===== src/rtl/rv32i_pkg.sv =====
// Shared RV32I constants and the fetch-buffer entry type used by fetch and decode.
package rv32i_pkg;

  localparam int XLEN        = 32;
  localparam int INSTR_BYTES = 4;

  localparam logic [6:0] OP_LOAD  = 7'b0000011;
  localparam logic [6:0] OP_STORE = 7'b0100011;
  localparam logic [6:0] OP_RTYPE = 7'b0110011;

  localparam logic [31:0] NOP = 32'h0000_0013;

  typedef struct packed {
    logic [31:0] instr;
    logic [31:0] pc;
  } fetch_entry_t;

endpackage


===== src/rtl/instr_fetch_unit_if.sv =====
// Fetch-unit bus: imem request/response channels, instruction output and redirect.
// master = fetch unit side, slave = memory/decoder/branch side.
interface instr_fetch_unit_if;
  import rv32i_pkg::*;

  logic            imem_req_valid;
  logic            imem_req_ready;
  logic [XLEN-1:0] imem_req_addr;
  logic            imem_rsp_valid;
  logic [XLEN-1:0] imem_rsp_data;
  logic            instr_valid;
  logic            instr_ready;
  logic [XLEN-1:0] instr;
  logic [XLEN-1:0] instr_pc;
  logic            redirect_valid;
  logic [XLEN-1:0] redirect_pc;

  modport master (
    output imem_req_valid, imem_req_addr,
    input  imem_req_ready,
    input  imem_rsp_valid, imem_rsp_data,
    output instr_valid, instr, instr_pc,
    input  instr_ready,
    input  redirect_valid, redirect_pc
  );

  modport slave (
    input  imem_req_valid, imem_req_addr,
    output imem_req_ready,
    output imem_rsp_valid, imem_rsp_data,
    input  instr_valid, instr, instr_pc,
    output instr_ready,
    output redirect_valid, redirect_pc
  );

endinterface


===== src/rtl/fetch_fifo.sv =====
// Synchronous FIFO of fetch entries; data visible the cycle after push.
// Push while full is accepted only alongside a pop; flush has priority over push/pop.
module fetch_fifo
  import rv32i_pkg::*;
#(
  parameter  int DEPTH = 2,
  localparam int AW    = $clog2(DEPTH),
  localparam int CW    = AW + 1
) (
  input  logic          clk,
  input  logic          rst_n,
  input  logic          push,
  input  fetch_entry_t  push_dat,
  input  logic          pop,
  input  logic          flush,
  output fetch_entry_t  head_dat,
  output logic [CW-1:0] count,
  output logic          full,
  output logic          empty
);

  fetch_entry_t   mem [DEPTH];
  logic [AW-1:0]  wr_ptr;
  logic [AW-1:0]  rd_ptr;
  logic           do_push;
  logic           do_pop;

  assign empty    = (count == '0);
  assign full     = (count == CW'(DEPTH));
  assign do_pop   = pop && !empty;
  assign do_push  = push && (!full || do_pop);
  assign head_dat = mem[rd_ptr];

  always_ff @(posedge clk or negedge rst_n) begin
    if (!rst_n) begin
      wr_ptr <= '0;
      rd_ptr <= '0;
      count  <= '0;
    end else if (flush) begin
      wr_ptr <= '0;
      rd_ptr <= '0;
      count  <= '0;
    end else begin
      if (do_push) wr_ptr <= wr_ptr + AW'(1);
      if (do_pop)  rd_ptr <= rd_ptr + AW'(1);
      count <= count + CW'(do_push) - CW'(do_pop);
    end
  end

  // Storage needs no reset: the head is only observed while count is non-zero.
  always_ff @(posedge clk) begin
    if (do_push && !flush) mem[wr_ptr] <= push_dat;
  end

  a_no_overflow: assert property (@(posedge clk) disable iff (!rst_n)
    !(push && full && !pop && !flush));

endmodule


===== src/rtl/instr_fetch_unit.sv =====
// PC owner: issues word fetches under a FIFO_DEPTH credit limit, buffers {instr, pc}, flushes on redirect.
// Request one cycle after reset/redirect; instr_valid one cycle after a response; stalls fetch when buffer+in-flight is full.
module instr_fetch_unit
  import rv32i_pkg::*;
#(
  parameter logic [31:0] RESET_PC   = 32'h0000_0000,
  parameter int          FIFO_DEPTH = 2
) (
  input  logic                clk,
  input  logic                rst_n,
  instr_fetch_unit_if.master  bus
);

  localparam int CW       = $clog2(FIFO_DEPTH) + 1;
  localparam int DROP_MAX = (2 ** CW) - 1;

  logic [XLEN-1:0] pc;
  logic [XLEN-1:0] rsp_pc;
  logic [XLEN-1:0] redirect_tgt;
  logic [CW-1:0]   live_cnt;
  logic [CW-1:0]   drop_cnt;
  logic [CW-1:0]   live_nxt;
  logic [CW-1:0]   drop_nxt;
  logic [CW:0]     drop_sum;
  logic [CW:0]     credit_sum;
  logic            drop_sat;
  logic            req_fire;
  logic            rsp_owed;
  logic            push;
  logic            pop;

  fetch_entry_t    push_dat;
  fetch_entry_t    head_dat;
  logic [CW-1:0]   fifo_count;
  logic            fifo_full;
  logic            fifo_empty;

  assign redirect_tgt = bus.redirect_pc & ~XLEN'(INSTR_BYTES - 1);
  assign credit_sum   = {1'b0, fifo_count} + {1'b0, live_cnt};

  // Gated by rst_n so the request channel is quiet while reset is held.
  assign bus.imem_req_valid = rst_n && (drop_cnt == '0) &&
                              (credit_sum < (CW+1)'(FIFO_DEPTH)) && !bus.redirect_valid;
  assign bus.imem_req_addr  = pc;
  assign req_fire           = bus.imem_req_valid && bus.imem_req_ready;

  // Responses with nothing outstanding (e.g. stragglers from before reset) are ignored.
  assign rsp_owed = bus.imem_rsp_valid && ((drop_cnt != '0) || (live_cnt != '0));
  assign push     = rsp_owed && (drop_cnt == '0) && !bus.redirect_valid;
  assign pop      = bus.instr_valid && bus.instr_ready;
  assign push_dat = '{instr: bus.imem_rsp_data, pc: rsp_pc};

  always_comb begin
    live_nxt = live_cnt;
    drop_nxt = drop_cnt;
    drop_sum = {1'b0, drop_cnt} + {1'b0, live_cnt} - (CW+1)'(rsp_owed);
    drop_sat = 1'b0;
    if (bus.redirect_valid) begin
      live_nxt = '0;
      if (drop_sum > (CW+1)'(DROP_MAX)) begin
        drop_nxt = CW'(DROP_MAX);
        drop_sat = 1'b1;
      end else begin
        drop_nxt = drop_sum[CW-1:0];
      end
    end else begin
      if (rsp_owed && (drop_cnt != '0)) drop_nxt = drop_cnt - CW'(1);
      live_nxt = live_cnt + CW'(req_fire) - CW'(push);
    end
  end

  always_ff @(posedge clk or negedge rst_n) begin
    if (!rst_n) begin
      pc       <= RESET_PC;
      rsp_pc   <= RESET_PC;
      live_cnt <= '0;
      drop_cnt <= '0;
    end else begin
      live_cnt <= live_nxt;
      drop_cnt <= drop_nxt;
      if (bus.redirect_valid) begin
        pc     <= redirect_tgt;
        rsp_pc <= redirect_tgt;
      end else begin
        if (req_fire) pc     <= pc + XLEN'(INSTR_BYTES);
        if (push)     rsp_pc <= rsp_pc + XLEN'(INSTR_BYTES);
      end
    end
  end

  fetch_fifo #(.DEPTH(FIFO_DEPTH)) u_fifo (
    .clk      (clk),
    .rst_n    (rst_n),
    .push     (push),
    .push_dat (push_dat),
    .pop      (pop),
    .flush    (bus.redirect_valid),
    .head_dat (head_dat),
    .count    (fifo_count),
    .full     (fifo_full),
    .empty    (fifo_empty)
  );

  assign bus.instr_valid = !fifo_empty;
  assign bus.instr       = fifo_empty ? '0 : head_dat.instr;
  assign bus.instr_pc    = fifo_empty ? '0 : head_dat.pc;

  a_credit_holds: assert property (@(posedge clk) disable iff (!rst_n)
    !(push && fifo_full && !pop));
  a_drop_no_sat: assert property (@(posedge clk) disable iff (!rst_n) !drop_sat);

endmodule

===== src/flat_wrapper.sv =====
// flat-port wrapper written by rule: the top's interface ports become plain ports
module instr_fetch_unit_flat import rv32i_pkg::*;
#(
  parameter logic [31:0] RESET_PC   = 32'h0000_0000,
  parameter int          FIFO_DEPTH = 2
)
  (clk, rst_n, bus_imem_req_valid, bus_imem_req_addr, bus_imem_req_ready, bus_imem_rsp_valid, bus_imem_rsp_data, bus_instr_valid, bus_instr, bus_instr_pc, bus_instr_ready, bus_redirect_valid, bus_redirect_pc);
  instr_fetch_unit_if bus_i ();
  input  logic clk;
  input  logic rst_n;
  output wire logic [$bits(bus_i.imem_req_valid)-1:0] bus_imem_req_valid;
  output wire logic [$bits(bus_i.imem_req_addr)-1:0] bus_imem_req_addr;
  input wire logic [$bits(bus_i.imem_req_ready)-1:0] bus_imem_req_ready;
  input wire logic [$bits(bus_i.imem_rsp_valid)-1:0] bus_imem_rsp_valid;
  input wire logic [$bits(bus_i.imem_rsp_data)-1:0] bus_imem_rsp_data;
  output wire logic [$bits(bus_i.instr_valid)-1:0] bus_instr_valid;
  output wire logic [$bits(bus_i.instr)-1:0] bus_instr;
  output wire logic [$bits(bus_i.instr_pc)-1:0] bus_instr_pc;
  input wire logic [$bits(bus_i.instr_ready)-1:0] bus_instr_ready;
  input wire logic [$bits(bus_i.redirect_valid)-1:0] bus_redirect_valid;
  input wire logic [$bits(bus_i.redirect_pc)-1:0] bus_redirect_pc;
  assign bus_imem_req_valid = bus_i.imem_req_valid;
  assign bus_imem_req_addr = bus_i.imem_req_addr;
  assign bus_i.imem_req_ready = bus_imem_req_ready;
  assign bus_i.imem_rsp_valid = bus_imem_rsp_valid;
  assign bus_i.imem_rsp_data = bus_imem_rsp_data;
  assign bus_instr_valid = bus_i.instr_valid;
  assign bus_instr = bus_i.instr;
  assign bus_instr_pc = bus_i.instr_pc;
  assign bus_i.instr_ready = bus_instr_ready;
  assign bus_i.redirect_valid = bus_redirect_valid;
  assign bus_i.redirect_pc = bus_redirect_pc;
  instr_fetch_unit #(.RESET_PC(RESET_PC), .FIFO_DEPTH(FIFO_DEPTH)) u_core (.clk(clk), .rst_n(rst_n), .bus(bus_i));
endmodule

===== config.mk =====
export PLATFORM = sky130hd
export DESIGN_NAME = instr_fetch_unit_flat
export DESIGN_NICKNAME = d
export VERILOG_FILES = /design/src/rtl/rv32i_pkg.sv /design/src/rtl/instr_fetch_unit_if.sv /design/src/rtl/fetch_fifo.sv /design/src/rtl/instr_fetch_unit.sv /design/src/flat_wrapper.sv
export SDC_FILE = /design/constraint.sdc
export NUM_CORES = 1
export LEC_CHECK = 0
export ABC_AREA = 1
export CAP_MARGIN = 20
export CORE_MARGIN = 3
export CORE_UTILIZATION = 48
export DETAILED_ROUTE_END_ITERATION = 10
export PLACE_DENSITY = 0.86
export SLEW_MARGIN = 5
export SYNTH_ARGS = -nofsm -noshare
export SYNTH_HDL_FRONTEND = slang
export SYNTH_SLANG_ARGS = --single-unit
export TNS_END_PERCENT = 5

===== constraint.sdc =====
create_clock -name clk -period 4.7 [get_ports clk]
set_input_delay 1.175 -clock clk [delete_from_list [all_inputs] [get_ports clk]]
set_output_delay 1.175 -clock clk [all_outputs]
set_load 0.01 [all_outputs]

==> flow_metrics.env, run 1 <==
export IMPL_period_needed_ns=3.86
export IMPL_ir_drop_mv=0.304
export IMPL_register_area_um2=5430
export IMPL_numCtsBuffers=17
export IMPL_dr_pass1_iters=5
export IMPL_finalSetupViolCount=0
export IMPL_setup_slack_ns=0.842
export IMPL_avgSynthCellArea_um2=9.07
export IMPL_synth_area_top_cells="edfxtp_1, dfrtp_1, nand2_1"
export IMPL_ys_seq_elements=192
export IMPL_slew_violations=0
export IMPL_gp_congestion=0.940
export IMPL_nets=1278
export IMPL_critPathTopFamily="buffers and inverters"
export IMPL_finalSetupTns_ns=0
export IMPL_remaining_drc_errors=0
export IMPL_synth_top_area_cell="edfxtp_1"
export IMPL_cts_buffer_depth=2
export IMPL_n_antenna_cell=0
export IMPL_layout_drive_gt1_share=0.0678
export IMPL_yosysSeqAreaShare=0.577
export IMPL_wl_per_cell_um=16.1
export IMPL_synth_flop_cell="edfxtp_1"
export IMPL_numPlacedInstances=1438
export IMPL_cts_setup_buffers=0
export IMPL_grt_max_degree=63
export IMPL_cts_tree="done"
export IMPL_root_buffer="clkbuf_16"
export IMPL_antenna_found_initial=0
export IMPL_cp_slowest_cell="clkdlybuf4s50_1"
export IMPL_p_per_area_nw_per_um2=461
export IMPL_outcome="complete, no violations"
export IMPL_rsz0062_at_grt="false"
export IMPL_rows=50
export IMPL_synth_edf_count=124
export IMPL_synth_top_cells_by_count="nand2_1, edfxtp_1, inv_1"
export IMPL_syn_area_um2=9400
export IMPL_pwr_share_clk=0.280
export IMPL_hold_viol=0
export IMPL_grt_usage=0.222
export IMPL_finalCritPeriodShare=0.821
export IMPL_max_stage_delay_ns=0.62
export IMPL_numClockSinks=192
export IMPL_final_util=0.629
export IMPL_cp_arrival_ns=2.68
export IMPL_synthCells=1037
export IMPL_clock_skew_ns=0.0103
export IMPL_die_h_um=146
export IMPL_cap_violations=0
export IMPL_vias=7795
export IMPL_clk_pin_slew_worst_paths_ns=0.06
export IMPL_drtAntennaViolNets=0
export IMPL_path_common_cell="clkdlybuf4s50_1"
export IMPL_crit_type="in2out"
export IMPL_hold_buffers=0
export IMPL_yosysUniqueCellTypes=41
export IMPL_p_sw_mw=1.81
export IMPL_instances_no_fill=1470
export IMPL_cts_repair_resized=0
export IMPL_startpoint_type="primary input"
export IMPL_io_buffers=161
export IMPL_yosys_warnings=0
export IMPL_dieArea_um2=21300
export IMPL_critPathBufInv=2
export IMPL_swShare=0.329
export IMPL_synth_most_common_cell="nand2_1"
export IMPL_worst_ep_required_time_ns=3.52
export IMPL_finalWirelength_um=23600
export IMPL_drt_iter0_drc=581
export IMPL_hold_ws_ns=0.523
export IMPL_preCtsSetupSlack_ns=0.850
export IMPL_cp_end_kind="output port"
export IMPL_grt_overflow=0
export IMPL_multi_input_area_um2=3450
export IMPL_h_tree_depth=4
export IMPL_p_leak_nw=4.80
export IMPL_max_freq_mhz=259
export IMPL_power_frac_comb=0.322
export IMPL_core_area_um2=19000
export IMPL_cp_cell_sequence="clkdlybuf4s50_1, nor2_1, and2_4, clkdlybuf4s50_1"
export IMPL_p_seq_frac=0.398
export IMPL_synth_top_area_frac=0.396
export IMPL_grt_pass1_wl_um=37700
export IMPL_internal_power_mw=3.69
export IMPL_die_w_um=146
export IMPL_clock_latency_ns=0.43
export IMPL_initial_core_util=0.496
export IMPL_relSlewSlack=0.517
export IMPL_dpl_hpwl_um=16700
export IMPL_holdCritPathClass="reg2reg"
export IMPL_fillerInstances=1495
export IMPL_async_flop_share=0.354
export IMPL_vias_per_cell=5.30
export IMPL_grt_pass1_vias=7331
export IMPL_num_io_pins=168
export IMPL_path_max_fanout=10
export IMPL_tightest_slew_ns=0.723
export IMPL_area_growth_syn_to_layout_pct=26.9
-- worst reg2reg max path: stages, from the launching register on --
cell     delay [ns]
dfrtp_1        0.45
nand2_1        0.08
inv_1          0.05
fa_1           0.46
nor3_2         0.20
and2_4         0.19
nand2_4        0.08
inv_1          0.55
ha_1           0.29
xor2_1         0.14
nor2_1         0.05
-- state kept, by name (all words and copies together) (netlist names) --
name / count
u_core.bus.imem_req_addr: 30
u_core.live_cnt: 2
u_core.u_fifo.count: 2
u_core.u_fifo.wr_ptr: 1
u_core.u_fifo.mem: 124
u_core.drop_cnt: 2
u_core.u_fifo.rd_ptr: 1
u_core.rsp_pc: 30
-- power groups by stage --
stage               logic [mW]  registers, mW  clock network, mW
floorplan                0.931           2.17                  0
global placement          1.73           2.21                  0
detailed placement        1.78           2.22                  0
CTS                       1.79           2.19               1.56
global route              1.95           2.21               1.63
finish                    1.77           2.19               1.54
-- cell type report --
class                           count  share of cell area
Sequential cell                   192               0.455
Multi-Input combinational cell    718               0.290
Timing Repair Buffer              176               0.146
Clock buffer                       17              0.0357
Inverter                           92              0.0292
Tap cell                          260              0.0273
Clock inverter                     15              0.0171
-- cells in the final DEF (no fill, tap or decap), drive strengths merged, types with 4 or more instances in the layout --
cell type      Yosys  final
ha                 9      9
xnor2             11     11
a31oi              4      4
buf               19     16
o211ai            17     17
nand3             62     62
bufinv             0      4
a21oi             70     70
a21boi             4      4
nand3b             4      4
nand4              9      9
o21ai             25     25
inv               92     97
nand2            371    371
clkbuf            19     17
edfxtp           124    124
nor3              12     12
dfrtp             68     68
xor2              20     20
conb               1      4
nor2              82     82
clkdlybuf4s50      0    160
clkinv             0      4
-- worst paths after layout --
check,startpoint,end,slack [ns],cells past startpoint
setup reg to reg,u_core.u_fifo.count[0],u_core.live_cnt[1],2.04,10
max in group asynchronous,rst_n,u_core.u_fifo.rd_ptr,2.91,3
min in group asynchronous,rst_n,u_core.bus.imem_req_addr[24],0.80,2
setup / recovery,bus_redirect_valid,bus_imem_req_valid,0.84,4
hold / removal,u_core.u_fifo.wr_ptr,u_core.u_fifo.wr_ptr,0.52,2
hold reg to reg,u_core.u_fifo.wr_ptr,u_core.u_fifo.wr_ptr,0.52,2
-- per-layer routing --
metal	vias to the layer above	part of all wire	global-route usage
met4	0	0.017	0.0693
met1	3665	0.42	0.309
li1	3725	-	-
met3	27	0.088	0.0448
met5	-	0	0
met2	378	0.47	0.353
-- per-stage QoR --
| step | instance area (um2) | power (mW) |
|---|---|---|
| global route | 11900 | 5.79 |
| detailed placement | 11300 | 3.99 |
| global placement | 11300 | 3.93 |
| finish | 11900 | 5.50 |
| CTS | 11900 | 5.54 |
| floorplan | 9420 | 3.11 |
-- kinds of logic (layout without fill, tap and decap cells) --
family          after synthesis  after routing  share of synthesized area
simple gates                548            548                      0.244
fa+ha+maj                    11             11                     0.0162
buf+inv                     130            300                     0.0581
flops                       192            192                      0.577
other cells                   1              4                   0.000399
xor+xnor                     31             31                     0.0289
compound gates              124            124                     0.0753
(Power assumes the default switching activity.)
==> inputs of run 2 (changes only) <==
--- a/config.mk
+++ b/config.mk
@@ -8,9 +8,9 @@
 export ABC_AREA = 1
 export CAP_MARGIN = 20
 export CORE_MARGIN = 3
-export CORE_UTILIZATION = 48
+export CORE_UTILIZATION = 53
 export DETAILED_ROUTE_END_ITERATION = 10
-export PLACE_DENSITY = 0.86
+export PLACE_DENSITY = 0.89
 export SLEW_MARGIN = 5
 export SYNTH_ARGS = -nofsm -noshare
 export SYNTH_HDL_FRONTEND = slang
==> constraint.sdc (replaced) <==
create_clock -name clk -period 3.7 [get_ports clk]
set_input_delay 0.925 -clock clk [delete_from_list [all_inputs] [get_ports clk]]
set_output_delay 0.925 -clock clk [all_outputs]
set_load 0.01 [all_outputs]
==> flow_metrics.env, run 2 (synthesis gave the netlist of run 1 again) <==
export IMPL_outcome="complete, no violations"
export IMPL_max_freq_mhz=289
export IMPL_drt_iter0_drc=679
export IMPL_largest_reg_flops=124
export IMPL_n_antenna_cell=0
export IMPL_ir_drop_mv=0.377
export IMPL_root_buffer="clkbuf_16"
export IMPL_grt_usage=0.249
export IMPL_grt_pass1_vias=7785
export IMPL_vias=7797
export IMPL_cts_tree="done"
export IMPL_numCtsBuffers=17
export IMPL_hold_buffers=0
export IMPL_rows=48
export IMPL_wl_met2_um=11200
export IMPL_finalWirelength_um=23600
export IMPL_reg2reg_depth=10
export IMPL_reg2reg_from="u_core.u_fifo.count[0]"
export IMPL_antenna_found_initial=0
export IMPL_die_h_um=139
export IMPL_p_per_area_nw_per_um2=578
export IMPL_io_buffers=161
export IMPL_whs_endpoint="u_core.u_fifo.wr_ptr"
export IMPL_dpl_hpwl_um=16200
export IMPL_power_mw=6.84
export IMPL_wl_per_cell_um=16.5
export IMPL_h_tree_depth=4
export IMPL_clock_latency_ns=0.44
export IMPL_area_growth_syn_to_layout_pct=25.7
export IMPL_period_needed_ns=3.46
export IMPL_tightest_slew_ns=0.903
export IMPL_routed_wl_met3_um=2180
export IMPL_max_stage_delay_ns=0.61
export IMPL_critPathBufInv=3
export IMPL_startpoint_type="flop"
export IMPL_holdCritPathClass="reg2reg"
export IMPL_die_w_um=139
export IMPL_core_area_um2=17400
export IMPL_grt_overflow=0
export IMPL_cp_slowest_cell="clkdlybuf4s50_1"
export IMPL_worst_ep_required_time_ns=2.77
export IMPL_layout_drive_gt1_share=0.0647
export IMPL_initial_core_util=0.542
export IMPL_cp_arrival_ns=2.53
export IMPL_numPlacedInstances=1398
export IMPL_cts_setup_buffers=0
export IMPL_rsz0062_at_grt="false"
export IMPL_cts_buffer_depth=2
export IMPL_cap_violations=0
export IMPL_relSlewSlack=0.398
export IMPL_critPathTopFamily="buffers and inverters"
export IMPL_grt_max_degree=69
export IMPL_p_leak_nw=4.77
export IMPL_whs_path_depth=2
export IMPL_hp_start="u_core.u_fifo.wr_ptr"
export IMPL_reg2reg_to="u_core.live_cnt[1]"
export IMPL_slew_violations=0
export IMPL_path_max_fanout=53
export IMPL_final_common_cell="nand2_1"
export IMPL_drtAntennaViolNets=0
export IMPL_gp_congestion=0.969
export IMPL_top_register="u_core.u_fifo.mem"
export IMPL_instances_no_fill=1430
export IMPL_finalCritPeriodShare=0.934
export IMPL_cts_repair_resized=0
export IMPL_finalSetupViolCount=0
export IMPL_clk_pin_slew_worst_paths_ns=0.07
export IMPL_num_io_pins=168
export IMPL_cp_end_kind="output port"
export IMPL_dr_pass1_iters=7
export IMPL_cp_cell_sequence="inv_2, buf_12, nand2_1, a21oi_1, clkdlybuf4s50_1"
export IMPL_remaining_drc_errors=0
export IMPL_finalSetupTns_ns=0
export IMPL_top_layer="met4"
export IMPL_grt_pass1_wl_um=38800
export IMPL_dieArea_um2=19400
export IMPL_numClockSinks=192
export IMPL_clock_skew_ns=0.0110
export IMPL_hold_ws_ns=0.523
export IMPL_nets=1273
export IMPL_layout_common_cells="nand2_1, clkdlybuf4s50_1, edfxtp_1, inv_1, a21oi_1"
export IMPL_regToRegSetupSlack_ns=0.97
export IMPL_crit_type="reg2out"
export IMPL_wl_met1_um=9850
export IMPL_final_util=0.681
export IMPL_vias_per_cell=5.45
export IMPL_hold_viol=0
[run 2: cell types whose count changed in the layout (fill, tap and decap cells not counted), sizes merged]
| cell | previous run | this run |
|---|---|---|
| clkinv | 4 | 7 |
| inv | 97 | 99 |
| clkinvlp | 2 | 0 |
| bufinv | 4 | 1 |
| buf | 16 | 11 |
[run 2: through the flow]
| step | setup slack, ns | area (um2) |
|---|---|---|
| floorplan | 0.348 | 9420 |
| global placement | 0.575 | 11200 |
| detailed placement | 0.573 | 11200 |
| CTS | 0.244 | 11800 |
| global route | 0.0993 | 11800 |
| finish | 0.243 | 11800 |
[run 2: worst reg2reg max path, delay by kind of cell (launching register included)]
family / cells / cell delay [ns]
buf+inv: 2 / 0.57
simple gates: 5 / 0.69
fa+ha+maj: 2 / 0.75
xor+xnor: 1 / 0.15
flops: 1 / 0.44
[run 2: worst max-delay path by stage]
stage | from | end | slack, ns | cells past startpoint
after floorplan | bus_redirect_valid | u_core.u_fifo.mem[0][10] | 0.35 | 7
after global placement | bus_redirect_valid | bus_imem_req_valid | 0.58 | 4
after global routing | u_core.u_fifo.rd_ptr | bus_instr_pc[9] | 0.1 | 4
final | u_core.u_fifo.rd_ptr | bus_instr_pc[22] | 0.24 | 5
after detailed placement | bus_redirect_valid | bus_imem_req_valid | 0.57 | 4
after CTS | u_core.u_fifo.rd_ptr | bus_instr[21] | 0.24 | 5
[run 2: power by group]
group / switching (mW) / total, mW / internal (mW)
registers: 0.264 / 2.80 / 2.54
clock network: 0.867 / 1.83 / 0.962
logic: 1.21 / 2.20 / 0.990
total: 2.34 / 6.84 / 4.49
[run 2: per-layer routing]
metal,vias to the layer above,track usage
li1,3715,-
met1,3677,0.343
met2,367,0.402
met3,38,0.0538
met4,0,0.0721
met5,-,0
[run 2: layout make-up]
cell class	instances	area (um2)
clock buffer	17	425
clock inverter	15	168
fill	1287	5530
inverter	92	348
multi-input combinational	718	3450
sequential	192	5430
tap	225	282
timing repair buffer	171	1720
